<file path="src/rtl/bus_arbiter_if.sv">
// Bus arbitration signal bundle shared by the masters and the round-robin arbiter.
// The parameter must match the MASTER_COUNT of the arbiter it is connected to.
interface bus_arbiter_if #(
    parameter int MASTER_COUNT = 4
);
    localparam int IW = $clog2(MASTER_COUNT);

    logic [MASTER_COUNT-1:0] h_req;
    logic [MASTER_COUNT-1:0] h_lock;
    logic                    h_ready;
    logic [MASTER_COUNT-1:0] h_grant;
    logic [IW-1:0]           h_owner;
    logic                    h_busy;
    logic                    h_locked;

    modport master (
        output h_req,
        output h_lock,
        output h_ready,
        input  h_grant,
        input  h_owner,
        input  h_busy,
        input  h_locked
    );

    modport slave (
        input  h_req,
        input  h_lock,
        input  h_ready,
        output h_grant,
        output h_owner,
        output h_busy,
        output h_locked
    );
endinterface

</file>
<file path="src/rtl/bus_arbiter.sv">
// Round-robin bus arbiter: one-hot registered grant, ownership held by lock/request/ready,
// bounded by a tenure limit while other masters are waiting.
module bus_arbiter #(
    parameter int MASTER_COUNT = 4,
    parameter int MAX_TENURE   = 16
) (
    input  logic            clk,
    input  logic            rst,
    bus_arbiter_if.slave    bus
);
    localparam int IW = $clog2(MASTER_COUNT);
    localparam int CW = $clog2(MAX_TENURE + 1);
    localparam logic [CW-1:0]           CNT_MAX  = CW'(MAX_TENURE);
    localparam logic [IW-1:0]           IDX_LAST = IW'(MASTER_COUNT - 1);
    localparam logic [MASTER_COUNT-1:0] ONE_HOT0 = {{(MASTER_COUNT-1){1'b0}}, 1'b1};

    typedef enum logic [0:0] {
        ST_IDLE  = 1'b0,
        ST_OWNED = 1'b1
    } state_t;

    state_t                  state_q,  state_d;
    logic [MASTER_COUNT-1:0] grant_q,  grant_d;
    logic [IW-1:0]           owner_q,  owner_d;
    logic                    busy_q,   busy_d;
    logic                    locked_q, locked_d;
    logic [CW-1:0]           cnt_q,    cnt_d;
    logic [IW-1:0]           ptr_q,    ptr_d;

    logic          win_vld_s;
    logic [IW-1:0] win_idx_s;
    logic          own_req_s;
    logic          own_lock_s;
    logic          other_req_s;
    logic          preempt_s;
    logic          release_s;

    // Search starts just after the last granted master and wraps at MASTER_COUNT,
    // so non-power-of-two counts never visit nonexistent indices.
    function automatic logic [IW:0] pick_winner(
        input logic [MASTER_COUNT-1:0] req,
        input logic [IW-1:0]           ptr
    );
        logic          found;
        logic [IW-1:0] idx;
        logic [IW-1:0] sel;
        found = 1'b0;
        idx   = ptr;
        sel   = {IW{1'b0}};
        for (int i = 0; i < MASTER_COUNT; i++) begin
            if (idx == IDX_LAST) begin
                idx = {IW{1'b0}};
            end else begin
                idx = idx + IW'(1);
            end
            if (!found && req[idx]) begin
                found = 1'b1;
                sel   = idx;
            end else begin
                found = found;
            end
        end
        return {found, sel};
    endfunction

    // Owner-qualified request/lock and the release decision.
    always_comb begin
        {win_vld_s, win_idx_s} = pick_winner(bus.h_req, ptr_q);
        own_req_s   = |(bus.h_req  & grant_q);
        own_lock_s  = |(bus.h_lock & grant_q);
        other_req_s = |(bus.h_req  & ~grant_q);
        preempt_s   = (cnt_q == CNT_MAX) && other_req_s && !own_lock_s;
        release_s   = bus.h_ready && !own_lock_s && (!own_req_s || preempt_s);
    end

    // Next-state and next-output computation for the IDLE/OWNED machine.
    always_comb begin
        state_d  = state_q;
        grant_d  = grant_q;
        owner_d  = owner_q;
        busy_d   = busy_q;
        locked_d = locked_q;
        cnt_d    = cnt_q;
        ptr_d    = ptr_q;
        case (state_q)
            ST_IDLE: begin
                if (win_vld_s) begin
                    state_d  = ST_OWNED;
                    grant_d  = ONE_HOT0 << win_idx_s;
                    owner_d  = win_idx_s;
                    busy_d   = 1'b1;
                    locked_d = 1'b0;
                    cnt_d    = {CW{1'b0}};
                    ptr_d    = win_idx_s;
                end else begin
                    grant_d  = {MASTER_COUNT{1'b0}};
                    busy_d   = 1'b0;
                    locked_d = 1'b0;
                end
            end
            ST_OWNED: begin
                if (cnt_q == CNT_MAX) begin
                    cnt_d = cnt_q;
                end else begin
                    cnt_d = cnt_q + CW'(1);
                end
                if (release_s) begin
                    state_d  = ST_IDLE;
                    grant_d  = {MASTER_COUNT{1'b0}};
                    busy_d   = 1'b0;
                    locked_d = 1'b0;
                    cnt_d    = {CW{1'b0}};
                end else begin
                    locked_d = own_lock_s;
                end
            end
            default: begin
                state_d  = ST_IDLE;
                grant_d  = {MASTER_COUNT{1'b0}};
                owner_d  = {IW{1'b0}};
                busy_d   = 1'b0;
                locked_d = 1'b0;
                cnt_d    = {CW{1'b0}};
                ptr_d    = IDX_LAST;
            end
        endcase
    end

    // State and registered outputs; reset leaves the pointer on the last master so master 0 wins first.
    always_ff @(posedge clk or posedge rst) begin
        if (rst) begin
            state_q  <= ST_IDLE;
            grant_q  <= {MASTER_COUNT{1'b0}};
            owner_q  <= {IW{1'b0}};
            busy_q   <= 1'b0;
            locked_q <= 1'b0;
            cnt_q    <= {CW{1'b0}};
            ptr_q    <= IDX_LAST;
        end else begin
            state_q  <= state_d;
            grant_q  <= grant_d;
            owner_q  <= owner_d;
            busy_q   <= busy_d;
            locked_q <= locked_d;
            cnt_q    <= cnt_d;
            ptr_q    <= ptr_d;
        end
    end

    assign bus.h_grant  = grant_q;
    assign bus.h_owner  = owner_q;
    assign bus.h_busy   = busy_q;
    assign bus.h_locked = locked_q;
endmodule
</file>
<file path="src/flat_wrapper.sv">
// flat-port wrapper written by rule: the top's interface ports become plain ports
module bus_arbiter_flat 
#(
    parameter int MASTER_COUNT = 4,
    parameter int MAX_TENURE   = 16
)
  (clk, rst, bus_h_req, bus_h_lock, bus_h_ready, bus_h_grant, bus_h_owner, bus_h_busy, bus_h_locked);
  bus_arbiter_if #(.MASTER_COUNT(MASTER_COUNT)) bus_i ();
  input  logic clk;
  input  logic rst;
  input wire logic [$bits(bus_i.h_req)-1:0] bus_h_req;
  input wire logic [$bits(bus_i.h_lock)-1:0] bus_h_lock;
  input wire logic [$bits(bus_i.h_ready)-1:0] bus_h_ready;
  output wire logic [$bits(bus_i.h_grant)-1:0] bus_h_grant;
  output wire logic [$bits(bus_i.h_owner)-1:0] bus_h_owner;
  output wire logic [$bits(bus_i.h_busy)-1:0] bus_h_busy;
  output wire logic [$bits(bus_i.h_locked)-1:0] bus_h_locked;
  assign bus_i.h_req = bus_h_req;
  assign bus_i.h_lock = bus_h_lock;
  assign bus_i.h_ready = bus_h_ready;
  assign bus_h_grant = bus_i.h_grant;
  assign bus_h_owner = bus_i.h_owner;
  assign bus_h_busy = bus_i.h_busy;
  assign bus_h_locked = bus_i.h_locked;
  bus_arbiter #(.MASTER_COUNT(MASTER_COUNT), .MAX_TENURE(MAX_TENURE)) u_core (.clk(clk), .rst(rst), .bus(bus_i));
endmodule
</file>
<file path="config.mk">
export PLATFORM = sky130hd
export DESIGN_NAME = bus_arbiter_flat
export DESIGN_NICKNAME = d
export VERILOG_FILES = /design/src/rtl/bus_arbiter_if.sv /design/src/rtl/bus_arbiter.sv /design/src/flat_wrapper.sv
export SDC_FILE = /design/constraint.sdc
export NUM_CORES = 1
export LEC_CHECK = 0
export ABC_AREA = 1
export CAP_MARGIN = 5
export CORE_AREA = 2 2 70 78
export DETAILED_ROUTE_END_ITERATION = 10
export DIE_AREA = 0 0 72 80
export GPL_ROUTABILITY_DRIVEN = 0
export HOLD_SLACK_MARGIN = 0.08
export RECOVER_POWER = 25
export SYNTH_ARGS = -nofsm -noshare
export SYNTH_HDL_FRONTEND = slang
export SYNTH_SLANG_ARGS = --single-unit
export TNS_END_PERCENT = 30
</file>
<file path="constraint.sdc">
create_clock -name clk -period 2.55 [get_ports clk]
set_clock_uncertainty 0.05 [all_clocks]
set_input_delay 0.255 -clock clk [delete_from_list [all_inputs] [get_ports clk]]
set_output_delay 0.255 -clock clk [all_outputs]
set_load 0.05 [all_outputs]
</file>
==> results of run 1 <==
-- state kept, by name, summed over array words and instances, names as in the netlist --
signal,cells
u_core.bus.h_owner,2
u_core.state_q,1
u_core.bus.h_busy,1
u_core.bus.h_locked,1
u_core.bus.h_grant,4
u_core.ptr_q,2
u_core.cnt_q,5
-- power breakdown --
part	switching (W)	internal, W
combinational	0.000937	0.000446
sequential	0.0000933	0.000357
clock	0.0000882	0.000137
total	0.00112	0.000940
-- per-stage QoR --
step | cell area [um2] | worst slack, ps | cells
global route | 1490 | 10.7 | 251
finish | 1490 | 259 | 251
CTS | 1490 | 224 | 251
floorplan | 1200 | 614 | 173
detailed placement | 1440 | 266 | 247
global placement | 1440 | 282 | 247
-- worst reg2reg max path, delay by kind of cell, from the launching register on --
family / cells / cell delay, ps
fa+ha+maj: 1 / 220
flops: 1 / 380
compound gates: 2 / 510
simple gates: 7 / 1010
-- area by class of cell --
cell class / instances / area (um2)
Clock buffer: 4 / 55.1
Fill cell: 548 / 3480
Inverter: 14 / 52.6
Multi-Input combinational cell: 139 / 712
Sequential cell: 16 / 403
Tap cell: 58 / 72.6
Timing Repair Buffer: 20 / 195
-- logic make-up after synthesis --
kind of cell               count (synthesis)
AOI/OAI and AO/OA                         11
xor gates and xnor gates                   3
adders and majority gates                  3
buffers and inverters                     18
DFF                                       16
and+or+nand+nor                          122
-- synth_stat cells, drive strengths merged --
library cell  instances  area, um2
nand3                22        123
a22o                  2       17.5
dfrtp                14        350
nor3                  2       10.0
buf                   3       27.5
nand2                78        328
ha                    3       37.5
o21ai                 6       37.5
nand3b                2       15.0
xor2                  3       26.3
dfstp                 2       52.6
clkbuf                1       3.75
o21a                  1       7.51
o22ai                 2       12.5
nand4                 7       43.8
inv                  14       52.6
nor3b                 2       15.0
nor2                  9       38.8
-- per-layer routing --
layer,vias up,wire length [um],GRT usage
met5,-,0,0
met1,552,1350,0.136
met3,5,124,0.0215
met2,22,1350,0.194
li1,604,-,-
met4,0,44,0.0396
-- final timing paths --
kind	slack, ps	end
min in group asynchronous	470	u_core.bus.h_grant[0]
hold / removal	430	u_core.ptr_q[1]
setup reg to reg	260	u_core.bus.h_busy
hold reg to reg	430	u_core.ptr_q[1]
max in group asynchronous	1580	u_core.cnt_q[4]
setup / recovery	260	u_core.bus.h_busy
==> impl_metrics.csv, run 1 <==
group,metric,value,unit
outcome,outcome,"completed",
worst_setup_path,cp-start-kind,"register",
logic_synthesis,synth_top_family_by_area,"simple AND/OR/NAND/NOR gates",
worst_setup_path,cp.required,2640,ps
worst_setup_path,crit_path_max_fanout,11,
timing,min_period,2290,ps
global_routing,grt_antenna_before_repair,0,
detailed_routing,vias,1183,
power,power.total,0.00206,W
clock_tree,cts_buffer_depth,2,
placed_design,hpwl,2260,um
timing,timing.fmax,437,MHz
logic_synthesis,synth-simple-area-share,0.478,
global_routing,grt-ovfl-total,0,
logic_synthesis,synth_warnings,0,
timing,fin_tns_setup,0,ps
run,drv_cap,0,
worst_setup_path,cp_top_family,"simple AND/OR/NAND/NOR gates",
detailed_routing,drt_iter0_drc,60,
logic_synthesis,synthDistinctLibCells,26,
clock_tree,clk_pin_slew,60,ps
worst_setup_path,rr_worst_depth,10,
clock_tree,cts_buffers,3,
logic_synthesis,synthMuxAreaShare,0,
timing,final_hold_viol_count,0,
timing,timing.final.crit_share,0.898,
detailed_routing,ant_nets,0,
worst_setup_path,crit_arrival,2380,ps
logic_synthesis,synth-seq-area-share,0.336,
clock_tree,htreeDepth,1,
worst_setup_path,cpMostUsedCell,"nand2_1",
floorplan,rows,27,
finish,final_common_cell,"nand2_1",
finish,final_layout_size_suffix_gt1_frac,0.124,
timing,worst_pin_slew,623,ps
finish,final_nets,208,
logic_synthesis,ys_ff_latch,16,
floorplan,die_area,5760,um2
logic_synthesis,syn_nets,187,
worst_setup_path,crit_path_start,"u_core.ptr_q[0]",
global_routing,grt_max_degree,17,
clock_tree,root_buffer,"clkbuf_8",
hold_path,hold_class,"reg2reg",
logic_synthesis,syn-cell-area,1200,um2
logic_synthesis,synthXorXnorAreaFrac,0.0219,
timing,setup_viol,0,
logic_synthesis,syn_avg_cell_area,6.93,um2
detailed_routing,postRouteWirelength,2870,um
detailed_routing,drc,0,
detailed_routing,routedWlPerCell,11.4,um
finish,diodes,0,
floorplan,fp.dieH,80,um
floorplan,ios,19,
timing,hold-worst-slack,426,ps
clock_tree,cts.repair_timing.setup_buffer_count,0,
worst_setup_path,cp_cell_sequence,"ha_1 -> nor2_2 -> nand2_1 -> nand2_1 -> nand2_1 -> nand2_2 -> nand3_4 -> o21ai_2 -> nand2_1 -> o21a_1",
clock_tree,ctsHoldBuffers,0,
worst_setup_path,critPathCaptureType,"register",
global_routing,grt_pass1_vias,1175,
logic_synthesis,synth_fa_ha_area_frac,0.0313,
global_routing,grt_pass1_wl,5130,um
power,vdd_ir_drop_max,422,uV
clock_tree,clock_latency,250,ps
worst_setup_path,critPathMaxStageDelay,390,ps
hold_path,hp-start,"u_core.ptr_q[1]",
placed_design,io_buffer_count,18,
global_routing,grt_usage,0.112,
logic_synthesis,synth_compound_area_frac,0.0626,
clock_tree,cts.sinks,16,
floorplan,start_util,0.241,
worst_setup_path,r2r-start,"u_core.ptr_q[0]",
power,total_leakage_power,0.749,nW
hold_path,min_path_cells,2,
detailed_routing,drt_pass1_iterations,4,
timing,rsz0062_at_grt,"no",
detailed_routing,vias_per_cell,4.71,
floorplan,coreArea,4970,um2
finish,fin_util,0.300,
logic_synthesis,synth_cells,173,
worst_setup_path,path_class,"reg2reg",
power,p_per_area,1380,nW/um2
finish,layout_common_cells,"68 x nand2_1, 21 x nand3_1, 17 x clkdlybuf4s50_1",
clock_tree,cts_tree,"yes",
worst_setup_path,cp_num_buf_inv,0,
worst_setup_path,slowest_stage,"o21ai_2",
timing,slew_violations,0,
timing,max_slew_margin,0.584,
clock_tree,ctsResizeCount,0,
worst_setup_path,path_depth,10,
floorplan,die_x,72,um
finish,areaGrowthSynthToFinish,24.3,%
(Power assumes the default switching activity.)
==> run 2: changes to the inputs <==
--- a/config.mk
+++ b/config.mk
@@ -13,6 +13,7 @@
 export GPL_ROUTABILITY_DRIVEN = 0
 export HOLD_SLACK_MARGIN = 0.08
 export RECOVER_POWER = 25
+export SKIP_LAST_GASP = 1
 export SYNTH_ARGS = -nofsm -noshare
 export SYNTH_HDL_FRONTEND = slang
 export SYNTH_SLANG_ARGS = --single-unit
==> results of run 2 <==
The final DEF is identical to that of run 1; final timing and power are the same.
==> run 3: changes to the inputs <==
--- a/config.mk
+++ b/config.mk
@@ -7,11 +7,12 @@
 export LEC_CHECK = 0
 export ABC_AREA = 1
 export CAP_MARGIN = 5
-export CORE_AREA = 2 2 70 78
+export CORE_AREA = 2 2 49 55
 export DETAILED_ROUTE_END_ITERATION = 10
-export DIE_AREA = 0 0 72 80
+export DIE_AREA = 0 0 51 57
 export GPL_ROUTABILITY_DRIVEN = 0
 export HOLD_SLACK_MARGIN = 0.08
+export PLACE_DENSITY = 0.76
 export RECOVER_POWER = 25
 export SKIP_LAST_GASP = 1
 export SYNTH_ARGS = -nofsm -noshare
==> run 3 against run 2 <==
Compared with the run above: sequential power is 2% higher; clock-buffer cell count stayed put; die area fell by 50%; register-to-register slack lost 100 ps; clock power decreased by 24%; hold slack lost 15 ps; critical endpoint unchanged; highest routed layer unchanged.
==> impl_metrics.csv, run 3 (synthesized netlist as in run 1, its figures left out) <==
group,metric,value,unit
outcome,outcome,"completed",
timing,timing.fmax,418,MHz
worst_setup_path,slowest_stage,"dfstp_2",
detailed_routing,drc,0,
finish,fillCellCount,229,
timing,max_slew_margin,0.595,
run,drv_cap,0,
floorplan,start_util,0.499,
global_routing,grt-ovfl-total,0,
power,switching_power,0.00113,W
floorplan,rows,19,
timing,final_hold_viol_count,0,
detailed_routing,vias,1241,
worst_setup_path,cp-start-kind,"register",
placed_design,hpwl,2200,um
finish,final_common_cell,"nand2_1",
power,p_per_area,1410,nW/um2
global_routing,grt_max_degree,17,
worst_setup_path,critPathMaxStageDelay,590,ps
timing,timing.final.crit_share,0.939,
floorplan,coreArea,2400,um2
clock_tree,cts.sinks,16,
worst_setup_path,critPathCaptureType,"register",
timing,slew_violations,0,
power,clock_power_share,0.085,
finish,final_area,1430,um2
clock_tree,cts_buffers,3,
worst_setup_path,cp_num_buf_inv,1,
power,vdd_ir_drop_max,888,uV
power,pwr-share-seq,0.227,
power,p_int,0.000882,W
placed_design,io_buffer_count,18,
timing,setup_slack,156,ps
clock_tree,cts_tree,"yes",
worst_setup_path,rr_worst_depth,11,
placed_design,placed_area,1390,um2
global_routing,grt_pass1_vias,1152,
timing,rsz0062_at_grt,"no",
clock_tree,root_buffer,"clkbuf_4",
clock_tree,clk_pin_slew,100,ps
floorplan,die_x,51,um
detailed_routing,postRouteWirelength,2910,um
hold_path,hold_class,"in2async",
global_routing,grt_usage,0.218,
worst_setup_path,crit_arrival,2520,ps
floorplan,ios,19,
power,total_leakage_power,0.733,nW
global_routing,grt_antenna_before_repair,0,
worst_setup_path,cpMostUsedCell,"nand2_1",
finish,top_register,"u_core.cnt_q",
worst_setup_path,cp_top_family,"simple AND/OR/NAND/NOR gates",
finish,diodes,0,
worst_setup_path,path_depth,11,
detailed_routing,ant_nets,0,
detailed_routing,drt_iter0_drc,67,
finish,areaGrowthSynthToFinish,19.1,%
finish,largest_reg_flops,5,
timing,fin_tns_setup,0,ps
timing,min_period,2390,ps
worst_setup_path,cp_cell_sequence,"ha_1 -> inv_1 -> nand2_4 -> nand2_1 -> nand2_1 -> nand2_1 -> nand2_2 -> nand3_4 -> o21ai_2 -> nand2_1 -> o21a_1",
finish,final_layout_size_suffix_gt1_frac,0.115,
finish,layout_common_cells,"68 x nand2_1, 21 x nand3_1, 17 x clkdlybuf4s50_1",
timing,worst_pin_slew,607,ps
global_routing,grt_pass1_wl,4940,um
worst_setup_path,crit_path_max_fanout,11,
floorplan,die_area,2910,um2
placed_design,dp_slack,136,ps
timing,setup_viol,0,
worst_setup_path,path_class,"reg2reg",
power,switching_share,0.562,
floorplan,fp.dieH,57,um
detailed_routing,drt_pass1_iterations,4,
power,combPwrFrac,0.688,
timing,hold-worst-slack,411,ps
finish,final_nets,206,
clock_tree,clock_latency,290,ps
detailed_routing,vias_per_cell,5.59,
worst_setup_path,cp.required,2680,ps
clock_tree,htreeDepth,1,
clock_tree,cts_buffer_depth,2,
detailed_routing,routedWlPerCell,13.1,um
run 3: cell count changes in the layout (fill, tap and decap cells not counted):
cell,delta
nor2_4,+1
clkbuf_4,+3
clkbuf_8,-3
nor2_2,-1
buf_4,-2
run 3: power groups by stage:
stage	Sequential, W	Combinational [W]	Clock (W)
final	0.000458	0.00138	0.000171
after detailed placement	0.000458	0.00136	0
after floorplan	0.000565	0.000983	0
after global routing	0.000474	0.00154	0.000181
after CTS	0.000454	0.00137	0.000174
after global placement	0.000451	0.00133	0
run 3: timing repair:
item	4_1_cts	5_1_grt
gates resized for setup	0	1
hold buffers	0	0
hold endpoints to repair	0	0
buffers inserted	0	0
endpoints found under the setup margin	0	7
run 3: through the flow:
stage                      util  total power (W)  instances
after CTS                 0.592          0.00200        222
final                     0.595          0.00201        222
after global routing      0.595          0.00219        222
after floorplan               -          0.00155        173
after global placement    0.577          0.00178        218
after detailed placement  0.577          0.00182        218
run 3: path summary, 6_finish.rpt:
kind,startpoint,slack (ps),to
hold / removal,rst,410,u_core.cnt_q[2]
min in group clk,u_core.ptr_q[1],430,u_core.ptr_q[1]
hold reg to reg,u_core.ptr_q[1],430,u_core.ptr_q[1]
max in group asynchronous,rst,1650,u_core.bus.h_grant[3]
setup reg to reg,u_core.ptr_q[0],160,u_core.bus.h_busy
setup / recovery,u_core.ptr_q[0],160,u_core.bus.h_busy
run 3: layout make-up:
type                            instances  area, um2  share of cell area
Timing Repair Buffer                   18        180               0.126
Inverter                               14       52.6              0.0368
Tap cell                               31       38.8              0.0272
Sequential cell                        16        403               0.282
Multi-Input combinational cell        139        717               0.502
Clock buffer                            4       36.3              0.0254
run 3: worst reg2reg max path, cell delays in order (launching register included):
cell,delay (ps)
dfstp_2,590
ha_1,240
inv_1,90
nand2_4,120
nand2_1,100
nand2_1,110
nand2_1,80
nand2_2,130
nand3_4,90
o21ai_2,400
nand2_1,140
o21a_1,140
run 3: per-layer routing:
layer / wire length [um] / vias up / GRT usage
met2: 1450 / 59 / 0.371
met3: 198 / 6 / 0.0183
li1: - / 605 / -
met1: 1220 / 571 / 0.287
met4: 38 / 0 / 0.0849
met5: 0 / - / 0
